## src/rtl/sram_128x4096_req_ctrl.sv

```systemverilog
// rtl/sram_128x4096_req_ctrl.sv - valid/ready request front end for the 128x4096 SRAM macro with in-order read response FIFO
// Optional combinational Q-to-response bypass: define SRAM_REQ_CTRL_RD_BYPASS_EN.
module sram_128x4096_req_ctrl #(
   parameter int RSP_DEPTH = 2
) (
   input  logic         CLK,
   input  logic         RST,
   input  logic         req_valid,
   output logic         req_ready,
   input  logic         req_we,
   input  logic [11:0]  req_addr,
   input  logic [15:0]  req_be,
   input  logic [127:0] req_wdata,
   output logic         rsp_valid,
   input  logic         rsp_ready,
   output logic [127:0] rsp_rdata,
   output logic         CEN,
   output logic         GWEN,
   output logic [127:0] WEN,
   output logic [11:0]  A,
   output logic [127:0] D,
   input  logic [127:0] Q
);

   localparam int PW = $clog2(RSP_DEPTH);
   localparam int CW = $clog2(RSP_DEPTH + 1);

   logic [127:0]  fifo_mem [RSP_DEPTH];
   logic [PW-1:0] wr_ptr;
   logic [PW-1:0] rd_ptr;
   logic [CW-1:0] count;
   logic          rd_inflight;
   logic [CW:0]   occupancy;
   logic          fire;
   logic          rd_fire;
   logic          fifo_nonempty;
   logic          bypass;
   logic          push;
   logic          pop;

   // A read reserves its FIFO slot at fire time so Q always has somewhere to land.
   assign occupancy     = {1'b0, count} + {{CW{1'b0}}, rd_inflight};
   assign req_ready     = ~RST & (req_we | (occupancy < (CW+1)'(RSP_DEPTH)));
   assign fire          = req_valid & req_ready;
   assign rd_fire       = fire & ~req_we;
   assign fifo_nonempty = (count != '0);

`ifdef SRAM_REQ_CTRL_RD_BYPASS_EN
   assign bypass = rd_inflight & ~fifo_nonempty;
`else
   assign bypass = 1'b0;
`endif

   assign push = rd_inflight & ~(bypass & rsp_ready);
   assign pop  = fifo_nonempty & rsp_ready;

   always_comb begin
      CEN  = 1'b1;
      GWEN = 1'b1;
      WEN  = '1;
      A    = '0;
      D    = '0;
      if (fire) begin
         CEN  = 1'b0;
         GWEN = ~req_we;
         A    = req_addr;
         D    = req_wdata;
         if (req_we) begin
            for (int i = 0; i < 16; i++) begin
               WEN[8*i +: 8] = {8{~req_be[i]}};
            end
         end
      end
   end

   always_comb begin
      rsp_valid = ~RST & (fifo_nonempty | bypass);
      rsp_rdata = '0;
      if (!RST) begin
         rsp_rdata = bypass ? Q : fifo_mem[rd_ptr];
      end
   end

   always_ff @(posedge CLK) begin
      if (RST) begin
         rd_inflight <= 1'b0;
         wr_ptr      <= '0;
         rd_ptr      <= '0;
         count       <= '0;
      end else begin
         rd_inflight <= rd_fire;
         if (push) begin
            wr_ptr <= (wr_ptr == PW'(RSP_DEPTH - 1)) ? '0 : wr_ptr + PW'(1);
         end
         if (pop) begin
            rd_ptr <= (rd_ptr == PW'(RSP_DEPTH - 1)) ? '0 : rd_ptr + PW'(1);
         end
         case ({push, pop})
            2'b10:   count <= count + CW'(1);
            2'b01:   count <= count - CW'(1);
            default: count <= count;
         endcase
      end
   end

   // Storage needs no reset: count/pointers alone decide what is visible.
   always_ff @(posedge CLK) begin
      if (!RST && push) begin
         fifo_mem[wr_ptr] <= Q;
      end
   end

endmodule

```

## config.mk

```make
export PLATFORM = sky130hd
export DESIGN_NAME = sram_128x4096_req_ctrl
export DESIGN_NICKNAME = d
export VERILOG_FILES = /design/src/rtl/sram_128x4096_req_ctrl.sv
export SDC_FILE = /design/constraint.sdc
export NUM_CORES = 1
export LEC_CHECK = 0
export ABC_AREA = 1
export CAP_MARGIN = 20
export CORE_AREA = 2 2 271 273
export CTS_CLUSTER_DIAMETER = 100
export DETAILED_ROUTE_END_ITERATION = 8
export DIE_AREA = 0 0 273 275
export HOLD_SLACK_MARGIN = 0.05
export PLACE_DENSITY = 0.5
export SLEW_MARGIN = 10
export SYNTH_ARGS = -nofsm -noshare
export SYNTH_HDL_FRONTEND = slang
export SYNTH_SLANG_ARGS = --single-unit
```

## constraint.sdc

```tcl
create_clock -name CLK -period 17.11 [get_ports CLK]
set_input_delay 3.422 -clock CLK [delete_from_list [all_inputs] [get_ports CLK]]
set_output_delay 3.422 -clock CLK [all_outputs]
set_load 0.02 [all_outputs]
```

==> qor.json <==
{
  "timing": {
    "timing_hold_violations_final": 0,
    "tightestPinTransition_ps": 1120,
    "final-setup-viol-count": 0,
    "hold_slack_ps": 467,
    "timing_max_transition_violations_final": 0,
    "final.setup.tns_ps": 0,
    "layout_worst_path_cycle_share_pct": 58.4,
    "clock-skew-final_ps": 8.43,
    "unrepaired_setup_endpoints_after_global_routing": "false",
    "relSlewSlack_pct": 25.4,
    "final_period_minus_worst_setup_slack_ps": 9990,
    "achievable-frequency_mhz": 100
  },
  "logic_synthesis": {
    "syn-num-nets": 1447,
    "netlist_instances": 1157,
    "post_synth_main_area_contributors": "sky130_fd_sc_hd__edfxtp_1 (65%), sky130_fd_sc_hd__nor2_1 (13%), sky130_fd_sc_hd__buf_4 (7.1%)",
    "synth-seq-cells": 262,
    "yosysTopAreaCellShare_pct": 64.7,
    "syn_area_per_cell_sq_um": 10.3,
    "synth.cell_area_sq_um": 11900,
    "synthesis.yosys.warnings": 0,
    "yosysUniqueCellTypes": 18,
    "synth_top_cell_by_area": "sky130_fd_sc_hd__edfxtp_1",
    "synth.yosys.seq_area_share_pct": 65.7
  },
  "detailed_routing": {
    "drt-wirelength-per-cell_um": 21.8,
    "dr_total_vias": 10200,
    "via_per_inst": 3.77,
    "detailedRoute.firstPassIterationCount": 4,
    "route.detailed.drc": 0,
    "drt_wl_total_um": 59000,
    "detail-route-antenna-nets": 0,
    "iter_0_drt_violations": 425
  },
  "layout": {
    "fraction_of_final_layout_cells_sized_beyond_drive_strength_1_pct": 3.51,
    "layout.area.seq_sq_um": 7810,
    "final_net_count": 2005,
    "syn_to_final_growth_pct": 67.4,
    "final.fill_count": 7629,
    "multi_input_gate_area_sq_um": 2350,
    "layout.core_utilization_pct": 27.5
  },
  "critical_path": {
    "timing.critical_path.arrival_ps": 6570,
    "reg2reg_slack_ps": 14430,
    "crit_required_ps": 13690,
    "category_of_the_most_critical_setup_path": "in -> out",
    "setup.worst_path.end_class": "primary output",
    "setup.worst_path.start_class": "input pin",
    "crit_path_max_fanout": 75
  },
  "placed_design": {
    "finalWeightedCongestion": 0.933,
    "dp_hpwl_um": 46000,
    "port_buffers": 688
  },
  "clock_network": {
    "postCtsSetupRepairBufs": 0,
    "cts.sinks": 262,
    "ctsHoldBuffers": 0,
    "clk_path_buf_depth": 3,
    "cell_at_the_root_of_the_clock_tree": "sky130_fd_sc_hd__clkbuf_16",
    "clock_latency_ps": 560,
    "cts.reportedPaths.clkPinSlew_ps": 60,
    "num_cts_buffers": 29,
    "cts_max_level": 1,
    "cts_tree": "yes",
    "post_cts_gate_resize_count": 0
  },
  "power_and_ir_drop": {
    "static-leakage-power_nw": 7.51,
    "total_power_mw": 1.66,
    "power-per-cell-area_nw_per_um2": 83.7,
    "vdd.ir_drop.worst_uv": 67.1
  },
  "floorplanning": {
    "fp-row-count": 99,
    "die-width_um": 273,
    "floorplan.core_area_sq_um": 72300,
    "die_area_sq_um": 75100,
    "dieHeight_um": 275,
    "starting_density_of_the_core_pct": 16.4,
    "pin_count": 689
  },
  "global_route": {
    "grt_use_total_pct": 14.8,
    "grt_pass1_wl_um": 79200,
    "first_global_vias": 10500,
    "maximum_number_of_pins_on_one_net_before_global_route_repair": 129,
    "global_route.overflow_total": 0,
    "grt_antenna_before_repair": 39
  },
  "run": {
    "max_cap_viol_count": 0
  },
  "run_status": {
    "status": "complete, no violations"
  },
  "worst_hold_path": {
    "hold_path_class": "reg -> reg"
  }
}
[placed cells by master (no fill, tap or decap), drive strengths merged]
master | Yosys | final
a21oi | 3 | 3
buf | 147 | 9
bufinv | 0 | 3
clkbuf | 23 | 31
clkdlybuf4s50 | 0 | 688
clkinv | 0 | 14
clkinvlp | 0 | 3
dfxtp | 6 | 6
diode | 0 | 11
edfxtp | 256 | 256
ha | 1 | 1
inv | 153 | 155
nand2 | 27 | 27
nand3 | 2 | 2
nand4 | 2 | 2
nor2 | 407 | 407
nor3 | 1 | 1
o21ai | 129 | 129
[cell families after synthesis]
family,count (synthesis),synth area share [%]
buffers and inverters,323,14.7
AO/OA/AOI/OAI,132,5.56
AND/OR/NAND/NOR,439,14.0
adder cells (fa/ha/maj),1,0.105
flip-flops,262,65.7
[sequential cells by signal, indices dropped and copies added (netlist names), named ones only]
register / cells
wr_ptr: 1
count: 2
fifo_mem: 256
push: 1
rd_ptr: 1
[path summary, 6_finish.rpt]
check | end | cells after the start | start
worst max-delay path | rsp_rdata[72] | 6 | RST
worst min-delay path | wr_ptr | 2 | wr_ptr
worst min register to register | wr_ptr | 2 | wr_ptr
worst max register to register | fifo_mem[0][30] | 5 | wr_ptr
[area by class of cell]
class	count	area share (%)
Multi-Input combinational cell	572	11.8
Inverter	153	2.91
Sequential cell	262	39.3
Clock inverter	22	1.03
Antenna cell	11	0.138
Tap cell	959	6.03
Timing Repair Buffer	697	35.1
Clock buffer	31	3.69
[routing by layer]
layer	track usage, %	vias to the layer above	wire (um)
met4	4.59	18	1840
met5	0	-	112
li1	-	4712	-
met1	14.7	4902	19800
met3	5.00	116	5250
met2	28.7	461	32000
[cells in the mapped netlist (all sizes together)]
master and count:
nor2 407, edfxtp 256, inv 153, buf 147
o21ai 129, nand2 27, clkbuf 23, dfxtp 6
a21oi 3, nand3 2, nand4 2, ha 1
nor3 1
[where the power goes]
part	total, mW	switching, mW	leakage [nW]	internal, mW
Clock	0.620	0.264	0.457	0.356
Sequential	0.721	0.00733	2.36	0.714
Combinational	0.323	0.172	4.69	0.151
[critical path, stage by stage]
cell                              delay (ps)
sky130_fd_sc_hd__clkdlybuf4s50_1         590
sky130_fd_sc_hd__inv_4                   550
sky130_fd_sc_hd__buf_4                   750
sky130_fd_sc_hd__o21ai_0                 200
sky130_fd_sc_hd__nor2_1                  240
sky130_fd_sc_hd__clkdlybuf4s50_1         680
[stage by stage]
stage                     area, sq um  instances  setup slack (ps)
after CTS                       19800       2695              6890
after global placement          18900       2642              7000
final                           19900       2707              7120
after floorplan                 11900       1157              4080
after global routing            19900       2702              6840
after detailed placement        18900       2642              6900
Power figures use the tool's default switching activity.
